`config.mk`:
```
export PLATFORM = sky130hd
export DESIGN_NAME = float_subtractor_seq
export DESIGN_NICKNAME = d
export VERILOG_FILES = /design/src/rtl/float_subtractor_seq.sv
export SDC_FILE = /design/constraint.sdc
export NUM_CORES = 1
export LEC_CHECK = 0
export ABC_AREA = 1
export CAP_MARGIN = 20
export CELL_PAD_IN_SITES_DETAIL_PLACEMENT = 0
export CELL_PAD_IN_SITES_GLOBAL_PLACEMENT = 1
export CORE_UTILIZATION = 47
export CTS_BUF_LIST = sky130_fd_sc_hd__clkbuf_8
export DETAILED_ROUTE_END_ITERATION = 8
export PLACE_DENSITY = 0.95
export RECOVER_POWER = 25
export SYNTH_ARGS = -nofsm -noshare
export SYNTH_HDL_FRONTEND = slang
export SYNTH_SLANG_ARGS = --single-unit
```
`constraint.sdc`:
```
create_clock -name clk -period 10.42 [get_ports clk]
set_input_delay 1.563 -clock clk [delete_from_list [all_inputs] [get_ports clk]]
set_output_delay 1.563 -clock clk [all_outputs]
set_load 0.005 [all_outputs]
```
`src/rtl/float_subtractor_seq.sv`:
```
// float_subtractor_seq: multi-cycle IEEE-754 a - b with 1-bit-per-cycle align/normalize, FTZ.
// Define FSUB_RNE_EN for round-to-nearest-even; otherwise rounds toward zero.
module float_subtractor_seq #(
   parameter int EXP_W = 8,
   parameter int MAN_W = 23,
   parameter int MAX_ALIGN = 27
) (
   input  logic                   clk,
   input  logic                   rst,
   input  logic                   in_valid,
   output logic                   in_ready,
   input  logic [EXP_W+MAN_W:0]   a,
   input  logic [EXP_W+MAN_W:0]   b,
   output logic                   out_valid,
   input  logic                   out_ready,
   output logic [EXP_W+MAN_W:0]   result
);
   localparam int W = 1 + EXP_W + MAN_W;
   localparam int M = MAN_W + 4;
   localparam int SW = MAN_W + 5;
   localparam logic [EXP_W-1:0] EMAX = '1;
   localparam logic [W-1:0] QNAN = {1'b0, EMAX, 1'b1, {(MAN_W-1){1'b0}}};
   typedef enum logic [2:0] {IDLE, ALIGN, ADD, NORM, ROUND, DONE} state_t;
   state_t state;
   logic [M-1:0] x, y;
   logic [SW-1:0] s;
   logic [EXP_W:0] ex;
   logic [EXP_W-1:0] rem;
   logic sx, sub;
   // b's sign is inverted at decode so the datapath only ever adds signed magnitudes
   logic sa, sb, a_big, far, nan, special;
   logic [EXP_W-1:0] ea, eb, diff;
   logic [MAN_W-1:0] fa, fb;
   logic [M-1:0] ma, mb, my;
   assign sa = a[W-1];
   assign sb = ~b[W-1];
   assign ea = a[W-2:MAN_W];
   assign eb = b[W-2:MAN_W];
   assign fa = a[MAN_W-1:0];
   assign fb = b[MAN_W-1:0];
   assign ma = (ea == '0) ? '0 : {1'b1, fa, 3'b000};
   assign mb = (eb == '0) ? '0 : {1'b1, fb, 3'b000};
   assign a_big = {ea, fa} >= {eb, fb};
   assign diff = a_big ? ea - eb : eb - ea;
   assign my = a_big ? mb : ma;
   assign far = 32'(diff) > MAX_ALIGN;
   assign special = ea == EMAX || eb == EMAX;
   assign nan = (ea == EMAX && fa != '0) || (eb == EMAX && fb != '0) || (ea == EMAX && eb == EMAX && sa != sb);
   assign in_ready = state == IDLE;
   logic inc;
   logic [MAN_W:0] rnd;
   logic [EXP_W:0] er;
`ifdef FSUB_RNE_EN
   assign inc = s[2] & (s[1] | s[0] | s[3]);
`else
   assign inc = 1'b0;
`endif
   assign rnd = {1'b0, s[SW-3:3]} + (MAN_W+1)'(inc);
   assign er = ex + (EXP_W+1)'(rnd[MAN_W]);
   always_ff @(posedge clk) begin
      if (rst) begin
         state <= IDLE;
         out_valid <= 1'b0;
         result <= '0;
      end else begin
         case (state)
            IDLE: if (in_valid) begin
               x <= a_big ? ma : mb;
               y <= far ? M'(|my) : my;
               rem <= far ? '0 : diff;
               ex <= {1'b0, a_big ? ea : eb};
               sx <= a_big ? sa : sb;
               sub <= sa != sb;
               if (special) begin
                  result <= nan ? QNAN : {(ea == EMAX) ? sa : sb, EMAX, {MAN_W{1'b0}}};
                  out_valid <= 1'b1;
                  state <= DONE;
               end else state <= ALIGN;
            end
            ALIGN: if (rem == '0) state <= ADD;
            else begin
               y <= {1'b0, y[M-1:2], y[1] | y[0]};
               rem <= rem - 1'b1;
            end
            ADD: begin
               s <= sub ? {1'b0, x} - {1'b0, y} : {1'b0, x} + {1'b0, y};
               state <= NORM;
            end
            NORM: if (s[SW-1]) begin
               s <= {1'b0, s[SW-1:2], s[1] | s[0]};
               ex <= ex + 1'b1;
               state <= ROUND;
            end else if (s == '0) begin
               sx <= 1'b0;
               state <= ROUND;
            end else if (!s[SW-2]) begin
               // an exponent that would fall below 1 means a denormal result: flush
               if (ex[EXP_W:1] == '0) begin
                  s <= '0;
                  state <= ROUND;
               end else begin
                  s <= s << 1;
                  ex <= ex - 1'b1;
               end
            end else state <= ROUND;
            ROUND: begin
               result <= !s[SW-2] ? {sx, {(W-1){1'b0}}}
                  : er >= {1'b0, EMAX} ? {sx, EMAX, {MAN_W{1'b0}}}
                  : {sx, er[EXP_W-1:0], rnd[MAN_W-1:0]};
               out_valid <= 1'b1;
               state <= DONE;
            end
            DONE: if (out_ready) begin
               out_valid <= 1'b0;
               state <= IDLE;
            end
            default: state <= IDLE;
         endcase
      end
   end
endmodule

```
; Yosys cells after proc, flatten, opt, wreduce, memory -nomap -nowiden
; Cells that the tools add are included.
; W data, S select, Z words.
[totals]
register_bits = 137
input_bits = 68
[op_classes]
add_sub_neg = 7
n_lt_le_gt_ge = 3
n_eq_ne = 19
n_mux = 51
bitwise = 4
n_reduce_logical = 31
[op_table]
columns = cell, count
row1 = $mux W27, 11
row2 = $mux W32, 3
row3 = $pmux W32 S2, 1
row4 = $mux W31, 2
row5 = $pmux W28 S2, 1
row6 = $pmux W27 S2, 1
row7 = $reduce_bool A23 Y1, 2
row8 = $mux W9, 5
row9 = $mux W8, 5
row10 = $logic_not A8 Y1, 4
row11 = $ge A31 B31 Y1, 1
row12 = $add A27 B27 Y28, 1
row13 = $logic_not A28 Y1, 1
row14 = $mux W28, 1
row15 = $sub A27 B27 Y28, 1
row16 = $reduce_or A27 Y1, 1
row17 = $mux W3, 8
row18 = $pmux W3 S6, 1
row19 = $pmux W9 S2, 1
row20 = $eq A8 B8 Y1 const B, 2
row21 = $pmux W8 S2, 1
row22 = $reduce_and A4 Y1, 4
row23 = $sub A8 B8 Y8, 2
row24 = $ne A2 B2 Y1 const B, 6
row25 = 26 further kinds, 49

; Logic depth before layout (Yosys ltp)
[logic_depth]
depth_word = 8
ltp_mapped = 21
mapped_depth_nobuf = 21

; Least setup slack after synthesis
; OpenSTA, ideal clock, no wires.
[synth_timing]
kind = in2reg
start = in rst
end = reg s[0] (enable)
setup_time_ps = 442
t_arrival_ps = 3610
t_required_ps = 9978
path_slack_ps = 6369
path_stages = 2
cell_sequence = clkbuf_1 -> nor3_1
[synth_between]
elab_chain_len = 2
[synth_rtl]
columns = element, line
row1 = from (decl), 9  ; input logic rst,
row2 = $not A1 Y1 (no source line), -
row3 = $reduce_and A4 Y1 (no source line), -
row4 = to (signal assigned), 86  ; s <= sub ? {1'b0, x} - {1'b0, y} : {1'b0, x} + {1'b0, y};
row5 = to (signal assigned), 90  ; s <= {1'b0, s[SW-1:2], s[1] | s[0]};
row6 = to (signal assigned), 102  ; s <= s << 1;
row7 = to (decl), 26  ; logic [SW-1:0] s;
; No other way between the ends.
; A chain may end at the register's enable or synchronous reset.

; Worst setup path after layout
[layout_timing]
start = in a[28]
end = reg y[3] (data pin)
[layout_between]
elab_chain_len = 6
word_cells_on_any_way = 11
cone_classes = add/sub: 2 / order compare: 2 / mux: 6 / reduce/logical: 1
[layout_rtl]
columns = element, line
row1 = from (decl), 12  ; input logic [EXP_W+MAN_W:0] a,
row2 = "$ge A31 B31 Y1, or another cell as far along", 43  ; assign a_big = {ea, fa} >= {eb, fb};
row3 = $mux W8 or $mux W27 (tied branches), "44, 41"
row4 = $gt A8 B5 Y1 or $mux W27 (tied branches), "46, 45"
row5 = $mux W27 *, 69  ; y <= far ? M'(|my) : my;
row6 = $mux W27 *, 67  ; IDLE: if (in_valid) begin
row7 = $pmux W27 S2 *, 66  ; case (state)
row8 = to (signal assigned), 69
row9 = to (signal assigned), 82  ; y <= {1'b0, y[M-1:2], y[1] | y[0]};
row10 = to (decl), 25  ; logic [M-1:0] x, y;
; Mark *: on every way between the ends. The rest lies on a longest branch, timed or not. The select of a mux whose other input is x is not followed.

==> results by group <==
Worst setup path
  – CP Launch Type: input port
  – CP dominant cell by count: nand2_1
  – Reg2Reg Depth: 19
  – Worst Setup SP: a[28]
  – Max FO, Critical Path: 50
  – CP top delay family: simple AND/OR/NAND/NOR gates
  – CP arrival: 4820 ps
  – Worst stage delay on the critical path: 570 ps
  – CP bufs+invs: 2
  – Crit Path Category: input port to flop
  – R2r startpoint: y[0]
  – Critical path depth in cells: 16
  – R2R Setup Slk: 6230 ps
  – Crit path to: y[3]
  – Slowest cell on the critical path: clkdlybuf4s50_1
  – Reg2reg end: s[23]
  – Critical Path, Cell by Cell: clkdlybuf4s50_1 -> inv_1 -> ha_1 -> nand2_1 -> nor2_2 -> nand2_1 -> nor2_1 -> nand2_1 -> nand2_1 -> nand2_2 -> nand3_4 -> nand2_1 -> nand2_1 -> nand3_2 -> nand4_1 -> nand2_1
  – CP required: 10,630 ps
  – CP endpoint kind: flop

STA
  – Slew headroom: -25.2%
  – Number of setup violations in the final report: 0
  – Max Clock Freq: 0.217 GHz
  – Period Utilization, post-route: 44.3%
  – Fin. max-slew vios: 18
  – Fin crit period: 4610 ps
  – RSZ-0062 raised after global routing: no
  – Worst Max-Slew Pin Slew: 1860 ps
  – Fin. Hold Viols: 0
  – Clk_skew: 20.5 ps
  – TNS Setup: 0 ps

GRT
  – GR Overflow Total: 0
  – Global-route wire length before repair: 47,300 µm
  – Initial antenna violation count: 0
  – GRT Overall Usage: 25.4%
  – Vias in the first global route: 9,452
  – Pin count of the biggest net entering global routing: 51

Clocking
  – Root Buffer: clkbuf_8
  – Post-CTS Hold Buffers: 0
  – CTS tree: yes
  – Clk buf depth: 2
  – Clock Sinks: 134
  – Clock buffer count from CTS: 17
  – CTS clk-pin slew, worst paths: 80 ps
  – Post-CTS setup buffer count: 0
  – Clock latency on the worst-skew pair: 470 ps
  – Cts repair resizes: 0
  – H-tree lvl count: 4

Place
  – Number of buffers added on ports: 101
  – GPL Wtd Cong: 0.931
  – Post-DP HPWL: 23,400 µm

Floorplanning
  – Die ar.: 23,200 µm²
  – Top Ports: 102
  – Core area: 22,000 µm²
  – Site Rows: 54
  – Die W: 152 µm
  – Die height: 152 µm
  – Initial cell density of the core: 48.3%

Drt
  – WL final: 29,400 µm
  – Remaining DRCs: 4
  – Via density: 5.51
  – Pre-antenna DRT Iters: 7
  – Antenna viol nets, final: 0
  – Drt initial violations: 818
  – DR vias: 10,100
  – Wire per inst: 16.0 µm

Yosys
  – Post-synthesis sequential element count: 134
  – Netlist Area Pre-Place: 10,600 µm²
  – Sequential fraction of the synthesis area: 34.5%
  – Syn_area_per_cell: 7.24 µm²
  – Mapped Cells: 1,468
  – Most used DFF post-synth: edfxtp_1
  – Post-synth cell types: 49
  – EDFF count, synth: 98
  – Synth Net Count: 1,613
  – Post-synth ARST share: 0%
  – Yosys warns: 0

Power and ir drop
  – Peak supply drop: 0.0000854 V
  – Leakage: 5.43 nW
  – Power Total: 2.50 mW
  – Pwr Density: 205 nW/µm²

Layout
  – Area Overhead vs Synth: 14.7%
  – Share of layout cells above drive strength 1: 3.72%
  – Antenna diode count: 0
  – Commonest non-fill, non-tap cell in the layout: nand2_1
  – Leading cell types in the layout, fill and taps excluded: nand2_1 (369), inv_1 (204), nor2_1 (113), a21oi_1 (113), o21ai_0 (100)
  – Fin nets: 1,692

Min path
  – Hold Crit Class: flop to flop

Run status
  – Status: finished, violations left
  – Failing checks: DRC, capacitance limit, slew limit

Job
  – Max_cap viols: 1
## worst register-to-register path, cell delays in order, from the launching register on
cell	delay [ps]
edfxtp_1	430
inv_1	160
ha_1	190
inv_1	80
nor3_1	220
nand2_1	130
nor3_2	290
nand4_1	190
nor3_2	330
nand3_1	120
nand2_1	120
xor2_1	170
ha_1	320
a21oi_1	260
a21boi_0	300
o21ai_0	140
a21oi_1	140
nand2_1	80
o21ai_0	230
nand2_1	80
## routing by layer
metal | GRT usage [%] | wire length, µm | share of wire, % | vias to the layer above
li1 | - | - | - | 5134
met2 | 41.9 | 13700 | 46 | 364
met4 | 9.18 | 667 | 2.3 | 0
met5 | 0 | 0 | 0 | -
met3 | 2.76 | 1740 | 5.9 | 44
met1 | 34.5 | 13400 | 45 | 4600
## worst min path at each step
stage	startpoint	cells past startpoint	end
2_1_floorplan	result[1]	2	result[1]
3_3_place_gp	result[10]	2	result[10]
3_5_place_dp	result[16]	2	result[16]
4_1_cts	result[16]	2	result[16]
5_1_grt	result[16]	2	result[16]
6_report	result[10]	2	result[10]
## cells in the mapped netlist, drive strengths merged (2+ instances only)
cell type / instances / area share (%)
nand2: 375 / 13
inv: 204 / 7.2
nor2: 120 / 4.5
o21ai: 114 / 5.4
a21oi: 113 / 5.3
edfxtp: 98 / 28
ha: 74 / 8.7
nand3: 54 / 2.7
nand4: 50 / 2.9
dfxtp: 36 / 6.8
xor2: 29 / 2.4
clkbuf: 27 / 0.95
o22ai: 26 / 1.5
buf: 22 / 1.5
nor3: 21 / 1.2
nor4: 18 / 1.1
xnor2: 18 / 1.5
a22oi: 12 / 0.85
a31oi: 11 / 0.65
a32oi: 9 / 0.74
o21bai: 8 / 0.56
a21o: 7 / 0.49
o221ai: 5 / 0.41
fa: 3 / 0.56
or2: 3 / 0.18
a21boi: 2 / 0.14
## power breakdown
part / leakage (nW) / switching (mW) / internal (mW) / total, mW
logic: 4.00 / 0.760 / 0.416 / 1.18
registers: 1.21 / 0.108 / 0.755 / 0.863
clock network: 0.221 / 0.220 / 0.242 / 0.462
## cell families after synthesis
logic type      after synthesis  share of synthesized area [%]
xor+xnor                     47                           3.87
buf+inv                     253                           9.63
flops                       134                           34.5
simple gates                643                           26.1
compound gates              314                           16.6
fa+ha+maj                    77                           9.27
## state kept, by name, indices dropped and copies added (netlist names)
register   count
ex             9
out_valid      1
rem            8
result        32
s             28
state          3
sub            1
sx             1
x             24
y             27
## stage by stage
stage	std cells	instance area (µm²)	setup slack, ps	util, %	hold WS [ps]
2_1_floorplan	1468	10600	6370	-	457
3_3_place_gp	1806	11800	5460	53.6	447
3_5_place_dp	1806	11800	5380	53.6	453
4_1_cts	1838	12200	5860	55.4	464
5_1_grt	1840	12200	5480	55.4	479
6_report	1840	12200	5810	55.4	461
## cell type report
type | instances | area (µm²)
timing repair buffer | 109 | 1070
multi-input combinational | 1081 | 5940
fill | 2160 | 9830
sequential | 134 | 3660
clock buffer | 18 | 248
clock inverter | 14 | 161
tap | 280 | 350
inverter | 204 | 766
Power figures use the tool's default switching activity.
==> patch, RTL diff (same flow settings) <==
The parameter `EXP_W` goes from 8 to 10.
--- a/src/rtl/float_subtractor_seq.sv
+++ b/src/rtl/float_subtractor_seq.sv
@@ -1,7 +1,7 @@
 // float_subtractor_seq: multi-cycle IEEE-754 a - b with 1-bit-per-cycle align/normalize, FTZ.
 // Define FSUB_RNE_EN for round-to-nearest-even; otherwise rounds toward zero.
 module float_subtractor_seq #(
-   parameter int EXP_W = 8,
+   parameter int EXP_W = 10,
    parameter int MAN_W = 23,
    parameter int MAX_ALIGN = 27
 ) (
Ports: changed (resized a, b and result); port bits go from 102 to 108. No check against the original RTL was run, so the function may have changed too.
==> patch against the unedited design <==
- the flow finishes with violations (max-capacitance violations, max-slew violations)
- area after synthesis is 4.9% higher
- critical path type unchanged
- highest routed layer unchanged
- final area up 5.7%
- register-to-register slack worse by 0.62 ns
- sequential cell count grew 6
- largest power group unchanged
- sequential power up 10%
- maximum frequency shrank 6.1%
- worst setup slack worse by 0.30 ns
- clock skew is 0.0013 ns higher
- non-clock buffer count grew 7
- combinational power grew 18%
- count of clock-buffer cells in the layout shrank 1
- power is 13% higher
- cell count is 5.1% higher
- routed wire length is 6.0% higher
==> patch: results (changes against the unedited design) <==
vias_per_cell: 5.43  # -1.5%
slew_viol_final: 64  # +46
drive_gt1_share_pct: 4.83  # +1.1 points
slowest_stage: "nand2_1"
drt_iter0_markers: 991  # +21%
violations: "max-capacitance violations, max-slew violations"
max_slew_margin_pct: -17.6  # +7.6 points
placed_area_um2: 12400  # +5.4%
hold_start: "result[4]"
r2r-end: "s[13]"
reg2reg_from: "state[0]"
grt_max_degree: 64  # +25%
critical-path-max-stage-delay_ns: 0.61  # +0.04 ns
holdPathEnd: "result[4]"
seq_area_frac_synth_pct: 34.3  # -0.18 points
track_usage_pct: 26.3  # +0.85 points
holdWs_ns: 0.457  # -0.00392 ns
hpwl_mm: 24.4  # +4.2%
cellLeakagePower_nw: 5.70  # +4.9%
r2r_setup_slack_ns: 5.61  # -0.62 ns
io_buffers: 107  # +5.9%
ff2ff_path_depth: 10  # -9
dp_slack_ns: 4.77  # -0.613 ns
dr.pass1.iters: 6  # -1
netlist_top_cells_count: "nand2_1 (354), inv_1 (192), nor2_1 (133)"
synth_enable_flop_cells: 102  # +4.1%
outcome: "finished, violations left"
crit_fanout: 52  # +4.0%
drv_cap: 1  # unchanged
[patch: cell types whose count changed after synthesis, sizes merged, moves of 5 or more]
cell and delta:
a32oi -5, a21oi +12, o21ai -18, a31oi -5, nand2 -11, inv -7, o31ai +6, or2 +5
xor2 +6, o22ai +22, o21a +5, nor2 +18
[patch: how the worst max path moves through the flow]
stage / end / cells past startpoint
2_1_floorplan: rem[0] / 4
3_3_place_gp: y[24] / 15
3_5_place_dp: y[15] / 13
4_1_cts: y[8] / 13
5_1_grt: s[8] / 10
6_report: x[26] / 15
[patch: cells by family after synthesis]
kind of cell    count (synthesis)  share of synthesized area, %
simple gates                  653                          25.4
compound gates                337                          17.5
buf+inv                       253                          9.04
flops                         140                          34.3
fa+ha+maj                      81                          9.29
xor+xnor                       56                          4.40
mux                             1                        0.0897
[patch: layout make-up]
type / count / area, µm² / area share [%]
clock buffer: 17 / 234 / 1.81
clock inverter: 15 / 195 / 1.51
inverter: 199 / 747 / 5.79
multi-input combinational: 1128 / 6350 / 49.2
sequential: 140 / 3820 / 29.7
tap: 319 / 399 / 3.10
timing repair buffer: 116 / 1150 / 8.90
[patch: per-stage QoR]
stage          cells  utilization [%]
6_report        1934             55.1
5_1_grt         1934             55.1
4_1_cts         1932             55.0
3_5_place_dp    1900             53.2
3_3_place_gp    1900             53.2
2_1_floorplan   1521                -
[patch: worst max-delay path: cells and delay by family]
family | cells | cell delay (ns)
buffers and inverters | 4 | 1.07
adders and majority gates | 1 | 0.51
and+or+nand+nor | 9 | 1.71
AOI/OAI and AO/OA | 1 | 0.19
[patch: metal layers]
metal	vias to the layer above	GRT usage, %	share of wire [%]
met1	4753	37.3	48
met2	348	41.1	44
li1	5359	-	-
met5	-	0	0
met4	0	8.73	2.3
met3	40	3.33	5.3
[patch: power by group]
part           leakage [nW]  switching [mW]  internal, mW
sequential             1.26           0.129         0.820
combinational          4.22           0.885         0.505
clock                 0.216           0.259         0.227
